File: config.mk
export PLATFORM = sky130hd
export DESIGN_NAME = rgb_fade_sequencer
export DESIGN_NICKNAME = d
export VERILOG_FILES = /design/src/rtl/rgb_seq_pkg.sv /design/src/rtl/rgb_fade_sequencer_tick_gen.sv /design/src/rtl/rgb_fade_sequencer.sv
export SDC_FILE = /design/constraint.sdc
export NUM_CORES = 2
export LEC_CHECK = 0
export CORE_ASPECT_RATIO = 0.8
export CORE_UTILIZATION = 55
export CTS_CLUSTER_DIAMETER = 60
export DETAILED_ROUTE_END_ITERATION = 6
export MAX_ROUTING_LAYER = met4
export PLACE_DENSITY = 0.73
export SKIP_LAST_GASP = 1
export SLEW_MARGIN = 20
export SYNTH_ARGS = -nofsm -noshare
export SYNTH_HDL_FRONTEND = slang
export SYNTH_SLANG_ARGS = --single-unit
File: constraint.sdc
create_clock -name clk -period 27.2 [get_ports clk]
set_input_delay 5.44 -clock clk [delete_from_list [all_inputs] [get_ports clk]]
set_output_delay 5.44 -clock clk [all_outputs]
set_load 0.05 [all_outputs]
File: src/rtl/rgb_seq_pkg.sv
// Shared types and helpers for the RGB keyframe fade sequencer.
// The ramp arithmetic lives here so other LED blocks step duties the same way.
package rgb_seq_pkg;

  localparam int DUTY_W_DEF = 16;
  localparam int HOLD_W_DEF = 8;

  typedef enum logic [1:0] {
    IDLE = 2'd0,
    LOAD = 2'd1,
    RAMP = 2'd2,
    HOLD = 2'd3
  } seq_state_t;

  // A zero step is treated as 1 so a ramp can never stall; the move is clamped
  // to the remaining distance, so the result never crosses the target.
  function automatic logic [31:0] step_toward(input logic [31:0] cur,
                                              input logic [31:0] tgt,
                                              input logic [31:0] step);
    logic [31:0] stp;
    logic [31:0] diff;
    stp = (step == 32'd0) ? 32'd1 : step;
    if (cur < tgt) begin
      diff        = tgt - cur;
      step_toward = cur + ((stp < diff) ? stp : diff);
    end else begin
      diff        = cur - tgt;
      step_toward = cur - ((stp < diff) ? stp : diff);
    end
  endfunction

endpackage

File: src/rtl/rgb_fade_sequencer_tick_gen.sv
// Free-running prescaler: one-cycle tick every TICK_DIV clocks while clr is low.
// clr holds the count at zero, so the first tick lands TICK_DIV cycles after clr drops.
module tick_gen #(
  parameter int TICK_DIV = 1024
) (
  input  logic clk,
  input  logic rst,
  input  logic clr,
  output logic tick
);

  localparam int CW = (TICK_DIV > 1) ? $clog2(TICK_DIV) : 1;
  localparam logic [CW-1:0] LAST = CW'(TICK_DIV - 1);

  logic [CW-1:0] r_cnt;

  always_ff @(posedge clk or posedge rst) begin
    if (rst) begin
      r_cnt <= '0;
    end else if (clr || (r_cnt == LAST)) begin
      r_cnt <= '0;
    end else begin
      r_cnt <= r_cnt + CW'(1);
    end
  end

  assign tick = !clr && (r_cnt == LAST);

endmodule

File: src/rtl/rgb_fade_sequencer.sv
// Steps three PWM duty registers through a programmable RGB keyframe table,
// ramping at a bounded rate per tick and holding each colour for a set number of ticks.
module rgb_fade_sequencer
  import rgb_seq_pkg::*;
#(
  parameter int DUTY_W   = DUTY_W_DEF,
  parameter int NUM_KEYS = 8,
  parameter int TICK_DIV = 1024,
  parameter int HOLD_W   = HOLD_W_DEF,
  localparam int AW      = $clog2(NUM_KEYS)
) (
  input  logic                clk,
  input  logic                rst,
  input  logic                enable,
  input  logic                cfg_we,
  input  logic [AW-1:0]       cfg_addr,
  input  logic [3*DUTY_W-1:0] cfg_rgb,
  input  logic [HOLD_W-1:0]   cfg_hold,
  input  logic [AW:0]         num_keys,
  input  logic [DUTY_W-1:0]   step,
  output logic [DUTY_W-1:0]   r_duty,
  output logic [DUTY_W-1:0]   g_duty,
  output logic [DUTY_W-1:0]   b_duty,
  output logic                duty_upd,
  output logic [AW-1:0]       key_idx,
  output logic                busy
);

  localparam int KW = AW + 1;

  seq_state_t r_state, w_state_nxt;

  logic [3*DUTY_W-1:0] r_tbl_rgb  [NUM_KEYS];
  logic [HOLD_W-1:0]   r_tbl_hold [NUM_KEYS];

  logic [DUTY_W-1:0] r_duty_r, r_duty_g, r_duty_b;
  logic [DUTY_W-1:0] r_tgt_r, r_tgt_g, r_tgt_b;
  logic [HOLD_W-1:0] r_hold_cnt;
  logic [AW-1:0]     r_key_idx;
  logic              r_duty_upd;

  logic              w_tick, w_tick_clr, w_at_tgt, w_advance, w_ramp_step;
  logic [KW-1:0]     w_nk_eff, w_key_inc;
  logic [AW-1:0]     w_key_nxt;
  logic [3*DUTY_W-1:0] w_ld_rgb;
  logic [DUTY_W-1:0] w_nxt_r, w_nxt_g, w_nxt_b;

  // Prescaler restarts on every LOAD so each keyframe's ramp begins on a fresh period.
  assign w_tick_clr = (r_state == IDLE) || (r_state == LOAD);

  tick_gen #(.TICK_DIV(TICK_DIV)) u_tick_gen (
    .clk  (clk),
    .rst  (rst),
    .clr  (w_tick_clr),
    .tick (w_tick)
  );

  always_ff @(posedge clk or posedge rst) begin
    if (rst) begin
      for (int i = 0; i < NUM_KEYS; i++) begin
        r_tbl_rgb[i]  <= '0;
        r_tbl_hold[i] <= '0;
      end
    end else if (cfg_we) begin
      r_tbl_rgb[cfg_addr]  <= cfg_rgb;
      r_tbl_hold[cfg_addr] <= cfg_hold;
    end
  end

  assign w_nk_eff  = (num_keys == '0)              ? KW'(1) :
                     (num_keys > KW'(NUM_KEYS))    ? KW'(NUM_KEYS) : num_keys;
  assign w_key_inc = {1'b0, r_key_idx} + KW'(1);
  assign w_key_nxt = (w_key_inc >= w_nk_eff) ? '0 : w_key_inc[AW-1:0];

  assign w_at_tgt = (r_duty_r == r_tgt_r) && (r_duty_g == r_tgt_g) && (r_duty_b == r_tgt_b);

  always_comb begin
    w_state_nxt = r_state;
    w_advance   = 1'b0;
    case (r_state)
      IDLE: if (enable) w_state_nxt = LOAD;
      LOAD: w_state_nxt = RAMP;
      RAMP: if (w_at_tgt) w_state_nxt = HOLD;
      HOLD: begin
        // Zero hold advances on entry; otherwise the final tick both expires and advances.
        if ((r_hold_cnt == '0) || (w_tick && (r_hold_cnt == HOLD_W'(1)))) begin
          w_advance   = 1'b1;
          w_state_nxt = LOAD;
        end
      end
      default: w_state_nxt = IDLE;
    endcase
    if (!enable) begin
      w_state_nxt = IDLE;
      w_advance   = 1'b0;
    end
  end

  always_ff @(posedge clk or posedge rst) begin
    if (rst) r_state <= IDLE;
    else     r_state <= w_state_nxt;
  end

  assign w_ld_rgb    = r_tbl_rgb[r_key_idx];
  assign w_ramp_step = (r_state == RAMP) && w_tick && enable;

  assign w_nxt_r = w_ramp_step ? DUTY_W'(step_toward(32'(r_duty_r), 32'(r_tgt_r), 32'(step))) : r_duty_r;
  assign w_nxt_g = w_ramp_step ? DUTY_W'(step_toward(32'(r_duty_g), 32'(r_tgt_g), 32'(step))) : r_duty_g;
  assign w_nxt_b = w_ramp_step ? DUTY_W'(step_toward(32'(r_duty_b), 32'(r_tgt_b), 32'(step))) : r_duty_b;

  always_ff @(posedge clk or posedge rst) begin
    if (rst) begin
      r_duty_r   <= '0;
      r_duty_g   <= '0;
      r_duty_b   <= '0;
      r_duty_upd <= 1'b0;
      r_tgt_r    <= '0;
      r_tgt_g    <= '0;
      r_tgt_b    <= '0;
      r_hold_cnt <= '0;
      r_key_idx  <= '0;
    end else begin
      r_duty_r   <= w_nxt_r;
      r_duty_g   <= w_nxt_g;
      r_duty_b   <= w_nxt_b;
      r_duty_upd <= (w_nxt_r != r_duty_r) || (w_nxt_g != r_duty_g) || (w_nxt_b != r_duty_b);
      if (r_state == LOAD) begin
        r_tgt_r    <= w_ld_rgb[3*DUTY_W-1 -: DUTY_W];
        r_tgt_g    <= w_ld_rgb[2*DUTY_W-1 -: DUTY_W];
        r_tgt_b    <= w_ld_rgb[DUTY_W-1 -: DUTY_W];
        r_hold_cnt <= r_tbl_hold[r_key_idx];
      end else if ((r_state == HOLD) && w_tick && (r_hold_cnt != '0)) begin
        r_hold_cnt <= r_hold_cnt - HOLD_W'(1);
      end
      if (w_advance) r_key_idx <= w_key_nxt;
    end
  end

  assign r_duty   = r_duty_r;
  assign g_duty   = r_duty_g;
  assign b_duty   = r_duty_b;
  assign duty_upd = r_duty_upd;
  assign key_idx  = r_key_idx;
  assign busy     = (r_state != IDLE);

endmodule

Yosys cells after proc, flatten, opt, wreduce, memory -nomap -nowiden
Index checks and enable logic that the tools add are counted.
{"block": "word_totals", "output_inout_bits": 53, "input_bits": 83, "elab_cells": 132, "ff_bits": 568}
{"block": "op_classes", "eq_ne": 13, "bitwise_logic": 2, "reduce_logical": 23, "n_lt_le_gt_ge": 14, "mux": 38, "add_sub_neg": 15}
{"cell": "384-bit bitwise mux", "count": 1}
{"cell": "16-bit 2-to-1 mux", "count": 13}
{"cell": "16-bit by 32-bit less-than comparator with 1-bit output", "count": 6}
{"cell": "48-bit binary-select mux with 3-bit select", "count": 1}
{"cell": "48-bit demux with 3-bit select", "count": 1}
{"cell": "48-bit 2-to-1 mux", "count": 3}
{"cell": "16-bit by 16-bit subtractor with 17-bit output", "count": 6}
{"cell": "64-bit bitwise mux", "count": 1}
{"cell": "16-bit adder", "count": 3}
{"cell": "16-bit == test", "count": 3}
{"cell": "16-bit less-than comparator", "count": 3}
{"cell": "16-bit inequality test", "count": 3}
{"cell": "16-bit subtractor", "count": 3}
{"cell": "8-bit 2-to-1 mux", "count": 5}
{"cell": "8-bit binary-select mux with 3-bit select", "count": 1}
{"cell": "8-bit demux with 3-bit select", "count": 1}
{"cell": "16-bit zero test", "count": 1}
{"cell": "10-bit by 1-bit adder with 10-bit output, second input constant", "count": 1}
{"cell": "10-bit == test, second input constant", "count": 1}
{"cell": "10-bit 2-to-1 mux", "count": 1}
{"cell": "1-bit logical AND", "count": 9}
{"cell": "8-bit by 1-bit == test with 1-bit output, second input constant", "count": 1}
{"cell": "4-bit >= comparator, second input constant", "count": 2}
{"cell": "8-bit zero test", "count": 1}
{"cell": "21 further kinds", "count": 34}

Depth between registers and ports, before layout
{"block": "depth", "word_depth": 10, "depth_mapped": 40, "depth_no_buf": 36}

Cells and area by module
A second synthesis with hierarchy kept.
{"block": "unflattened", "hier_cells": 3613, "hier_area_um2": 37945.1}
{"module": "rgb_fade_sequencer", "cells_per_inst": 3559, "seq_area_each_um2": 13963.4, "n_inst": 1, "area_each_um2": 37437.2}
{"module": "tick_gen", "cells_per_inst": 54, "seq_area_each_um2": 250.2, "n_inst": 1, "area_each_um2": 508.0}

Least setup slack after synthesis
OpenSTA, ideal clock, no wires.
{"block": "synth_path", "path_kind": "input-to-reg", "from": "in step[9]", "to": "reg r_duty_upd, in the netlist duty_upd", "setup_time_ns": 0.131, "t_required_ns": 27.069, "n_path_buf": 5, "cell_stages": 32, "arrival_time_ns": 11.509, "slack_ns": 15.560, "cell_sequence": "clkbuf_1 -> clkbuf_1 -> ha_1 -> a21o_1 -> a31oi_1 -> a21o_1 -> a41oi_1 -> o32ai_1 -> clkbuf_1 -> buf_1 -> clkbuf_1 -> nor2_1 -> a21oi_1 -> ha_1 -> inv_1 -> a221oi_1 -> nand2_1 -> xnor2_1 -> a31oi_1 -> o21ai_0 -> ha_1 -> nand2_1 -> o21ai_0 -> a21oi_1 -> a211oi_1 -> xor2_1 -> xnor2_1 -> o2111ai_1 -> nor4bb_1 -> nand4_1 -> nor4bb_1 -> a31oi_1"}
{"block": "synth_between", "elab_chain_len": 10, "elab_cells_between_ends": 31, "cone_classes": "6 x add/sub; 6 x order compare; 3 x eq/ne; 13 x mux; 3 x reduce/logical"}
{"element": "start, declared", "line": "rgb_fade_sequencer.sv:20", "source": "input logic [DUTY_W-1:0] step,"}
{"element": "16-bit zero test", "line": "rgb_seq_pkg.sv:22", "source": "stp = (step == 32'd0) ? 32'd1 : step;"}
{"element": "16-bit 2-to-1 mux (*)", "line": "rgb_seq_pkg.sv:22"}
{"element": "16-bit by 32-bit less-than comparator with 1-bit output (on tied branches)", "line": "rgb_seq_pkg.sv:28, rgb_seq_pkg.sv:25"}
{"element": "16-bit 2-to-1 mux (on tied branches)", "line": "rgb_seq_pkg.sv:28, rgb_seq_pkg.sv:25"}
{"element": "16-bit subtractor or 16-bit adder (tied branches)", "line": "rgb_seq_pkg.sv:28, rgb_seq_pkg.sv:25"}
{"element": "16-bit 2-to-1 mux", "line": "rgb_seq_pkg.sv:23", "source": "if (cur < tgt) begin"}
{"element": "16-bit 2-to-1 mux (on tied branches)", "line": "rgb_fade_sequencer.sv:107, rgb_fade_sequencer.sv:108"}
{"element": "16-bit inequality test", "line": "rgb_fade_sequencer.sv:126", "source": "r_duty_upd <= (w_nxt_r != r_duty_r) || (w_nxt_g != r_duty_g) || (w_nxt_b != r_duty_b);"}
{"element": "1-bit logical OR", "line": "rgb_fade_sequencer.sv:126"}
{"element": "1-bit logical OR (*)", "line": "rgb_fade_sequencer.sv:126"}
{"element": "end signal, assigned", "line": "rgb_fade_sequencer.sv:126"}
{"element": "end, declared", "line": "rgb_fade_sequencer.sv:40", "source": "logic r_duty_upd;"}
Mark *: on every way between the ends. The rest lies on a longest branch, timed or not.
A chain may end at the register's enable or synchronous reset.

Worst setup path in the final report
{"block": "layout_path", "from": "in step[4]", "to": "reg r_duty_upd, in the netlist duty_upd"}
The elaborated chain is that of the path after synthesis.

==> metrics list <==
* Number of failing setup endpoints in the final timing report: 0
* TritonCTS clock tree: built
* Post-DR vias/cell: 6.33
- Setup bufs post-CTS: 0
- The worst hold path terminates at u_tick_gen.r_cnt[0].
* DRC violation count after routing: 1
- Synthesized area: 0.0377 mm²
* Critical Path Stages: 25
* Number of cells traversed by the worst hold path: 1
* Setup repair after global routing missed its margin: false
- Summed over all failing endpoints, the final setup total negative slack is 0 ps.
- Min-Delay Startpoint: u_tick_gen.r_cnt[0]
- In this run the register-to-register setup slack is 16690 ps.
- The HPWL after detailed placement is 79800 µm.
* Hold-fix buffers at CTS: 0
- At the pin with the least slew margin, the transition time is 1320 ps.
* Violations in the final reports: DRC
- Core region area: 0.0675 mm²
- Peak ir drop on the vdd network: between 50 and 60 µV
- The most used flip-flop cell after synthesis is sky130_fd_sc_hd__dfrtp_1.
- CTS Root Cell: sky130_fd_sc_hd__clkbuf_16
- The die is 236 µm tall.
- In the final layout, the share of cells above drive strength 1 is 0.209.
- Clock Skew: 49.6 ps
* Wire length of the first global-routing pass: 172000 µm
* Worst-path fanout max: 24
- I/O pin cnt: 136
- Syn Nets: 3919
* Data required time of the worst path: approximately 28000 ps
- Area of the die: approximately 0.070 mm²
- Clock-pin slew was measured on the worst setup and hold paths at 60 ps.
- Across every metal layer, demand over resource in global routing totals 0.335.
- Worst Path Buf+Inv: 1
* Master of the slowest instance on the critical path: sky130_fd_sc_hd__clkdlybuf4s50_1
- In the finished design, the share of the clock period the worst path needs comes to 0.454.
- During synthesis, Yosys emitted a total of 0 warnings.
* Initial Utilization: 0.558
- Final-report hold violation count: 0
* Endpoint arrival time on the critical path: approximately 13000 ps
- Fraction of registers with async set/reset: 1.00
- Counting every instance in the synthesized netlist gives 3580.
- Counting every sink on the clock net gives 568.
- Number of buffers created by CTS: 58
- Via count of the first global-routing pass: 27981
- Most common cell after layout, fill and taps aside: sky130_fd_sc_hd__dfrtp_1
- In this run the horizontal extent of the chip is 295 µm.
- For this run, the top clock speed supported by timing is around 80 MHz.
- At the later pin of the worst-skew pair, clock insertion delay measures 650 ps.
- For this design the ratio of total power to cell area is 113 mW/mm².
- In this run the tool buffered the top-level ports with 135 buffer cells.
- Worst Hold Slack: 484 ps
* Min cycle time layout: 12340 ps
- Startpoint type of the worst setup path: input port
- Antenna violations before repair: 10
- Remaining antenna violation count after routing: 0
- Post-layout nets: about 4000
* Sequential cell area fraction in the yosys report: 0.377
* Global route overflow: 0
- Post-CTS repair changed the size of 0 cells.
- Final WL: 113000 µm
- Worst-case reg-to-reg path depth: 31
- Kind of cell with the highest combined delay on the critical path: simple AND/OR/NAND/NOR gates
- Highest-count cells in the layout ignoring fill and taps: 565 x sky130_fd_sc_hd__dfrtp_1, 461 x sky130_fd_sc_hd__mux2_2, 279 x sky130_fd_sc_hd__nand2_1, 246 x sky130_fd_sc_hd__ha_1, 222 x sky130_fd_sc_hd__nor2_1
- The analysis attributes to cell leakage a power of around 18 nW.
* Count of flip-flops with a built-in enable after synthesis: 0
- Class of the most critical setup path: in2reg
- The first routing iteration left 2668 violations.
* Path category of the worst min-delay check: reg2reg
* Number of storage elements in the synthesis netlist: around 570
* Slew headroom: 0.105
* Synth-to-layout area growth: 11.3%
* CTS Buffer Depth: 3
- The H-tree was split into 2 levels.
* End of the worst register-to-register path: duty_upd
- STA classifies the critical path endpoint as a register.
* Std cell rows: 85
- The number of different library cells used by synthesis comes to 84.
* Avg WL per Cell: 24.7 µm
- After synthesis, the mean cell area works out to roughly 11 µm².
- For this run, the detailed router's first-pass iteration total came to 7.
- Across the run, the number of max-cap violations was 0.
- Entering global routing, the biggest net connects 168 pins.
- The final route contains 28960 vias.
- For this run, the slowest stage of the critical path takes 860 ps.
- The congestion estimate from routability-driven global placement came to 1.06.
* Number of pins with negative max-slew slack in the final report: 0
* Worst reg2reg startpoint: g_duty[8]
* Outcome: complete, but fails checks
[worst max path at each step]
stage | from | end | slack, ps
global route | step[15] | duty_upd | 14250
finish | step[4] | duty_upd | 14860
detailed placement | step[15] | duty_upd | 14480
global placement | step[15] | duty_upd | 14520
CTS | step[15] | duty_upd | 15080
floorplan | rst | b_duty[0] | 5870
[metrics by stage]
stage	util	setup slack (ps)	cell area, µm²	std cells	total power [W]
2_1_floorplan	-	5870	37700	3580	0.00299
4_1_cts	0.620	15080	41900	4562	0.00467
3_5_place_dp	0.589	14480	39800	4459	0.00376
6_report	0.621	14860	42000	4572	0.00474
5_1_grt	0.621	14250	41900	4570	0.00501
3_3_place_gp	0.589	14520	39800	4459	0.00374
[worst register-to-register path: cells and delay by family, from the launching register on]
family,cells,cell delay [ps]
xor+xnor,1,520
compound gates,12,4580
fa+ha+maj,4,1580
flops,1,600
buf+inv,2,310
simple gates,11,2550
mux,1,200
[where the power goes]
part	total [W]	internal (W)	switching [W]	leakage [nW]
registers	0.00120	0.00104	0.000163	6.86
logic	0.00266	0.00104	0.00161	10.0
clock network	0.000886	0.000532	0.000354	1.04
total	0.00474	0.00261	0.00213	17.9
[synthesized netlist by cell type (all sizes together), types with 30 or more instances]
master,number,share of area
inv,197,0.020
clkbuf,175,0.017
a21oi,178,0.024
xor2,69,0.016
nor3,58,0.0080
o21ai,139,0.018
dfrtp,568,0.38
a31oi,77,0.013
buf,30,0.0039
mux2,461,0.14
nand3,56,0.0074
nand2,279,0.028
xnor2,130,0.030
mux4,112,0.067
nor2,222,0.022
nand4,35,0.0058
mux2i,65,0.017
ha,247,0.082
a21o,58,0.012
[layer usage]
metal | wire length [µm] | GRT usage | vias up
met2 | 49100 | 0.482 | 1148
met5 | 0 | - | -
met4 | 2750 | 0.0887 | 0
met3 | 10400 | 0.0653 | 169
met1 | 50900 | 0.484 | 14585
li1 | - | - | 13058
[registers in the layout, summed over array words and instances (netlist names)]
name / flops
r_tbl_hold: 64
r_tbl_rgb: 384
r_tgt_b: 16
b_duty: 16
r_tgt_r: 16
r_state: 2
g_duty: 16
r_duty: 16
r_tgt_g: 16
u_tick_gen.r_cnt: 10
key_idx: 3
duty_upd: 1
r_hold_cnt: 8
[layout make-up]
class | count | area (µm²)
antenna | 9 | 22.5
clock buffer | 78 | 1650
clock inverter | 25 | 490
fill | 5394 | 25600
inverter | 197 | 747
multi-input combinational | 2610 | 22000
sequential | 568 | 14200
tap | 913 | 1140
timing repair buffer | 172 | 1660
[kinds of logic after synthesis]
group / after synthesis / share of synthesized area
adders and majority gates: 256 / 0.0868
and+or+nand+nor: 829 / 0.104
xor gates and xnor gates: 209 / 0.0522
DFF: 568 / 0.377
buffers and inverters: 402 / 0.0410
AOI/OAI and AO/OA: 678 / 0.117
muxes: 638 / 0.222
Power figures use the tool's default switching activity.
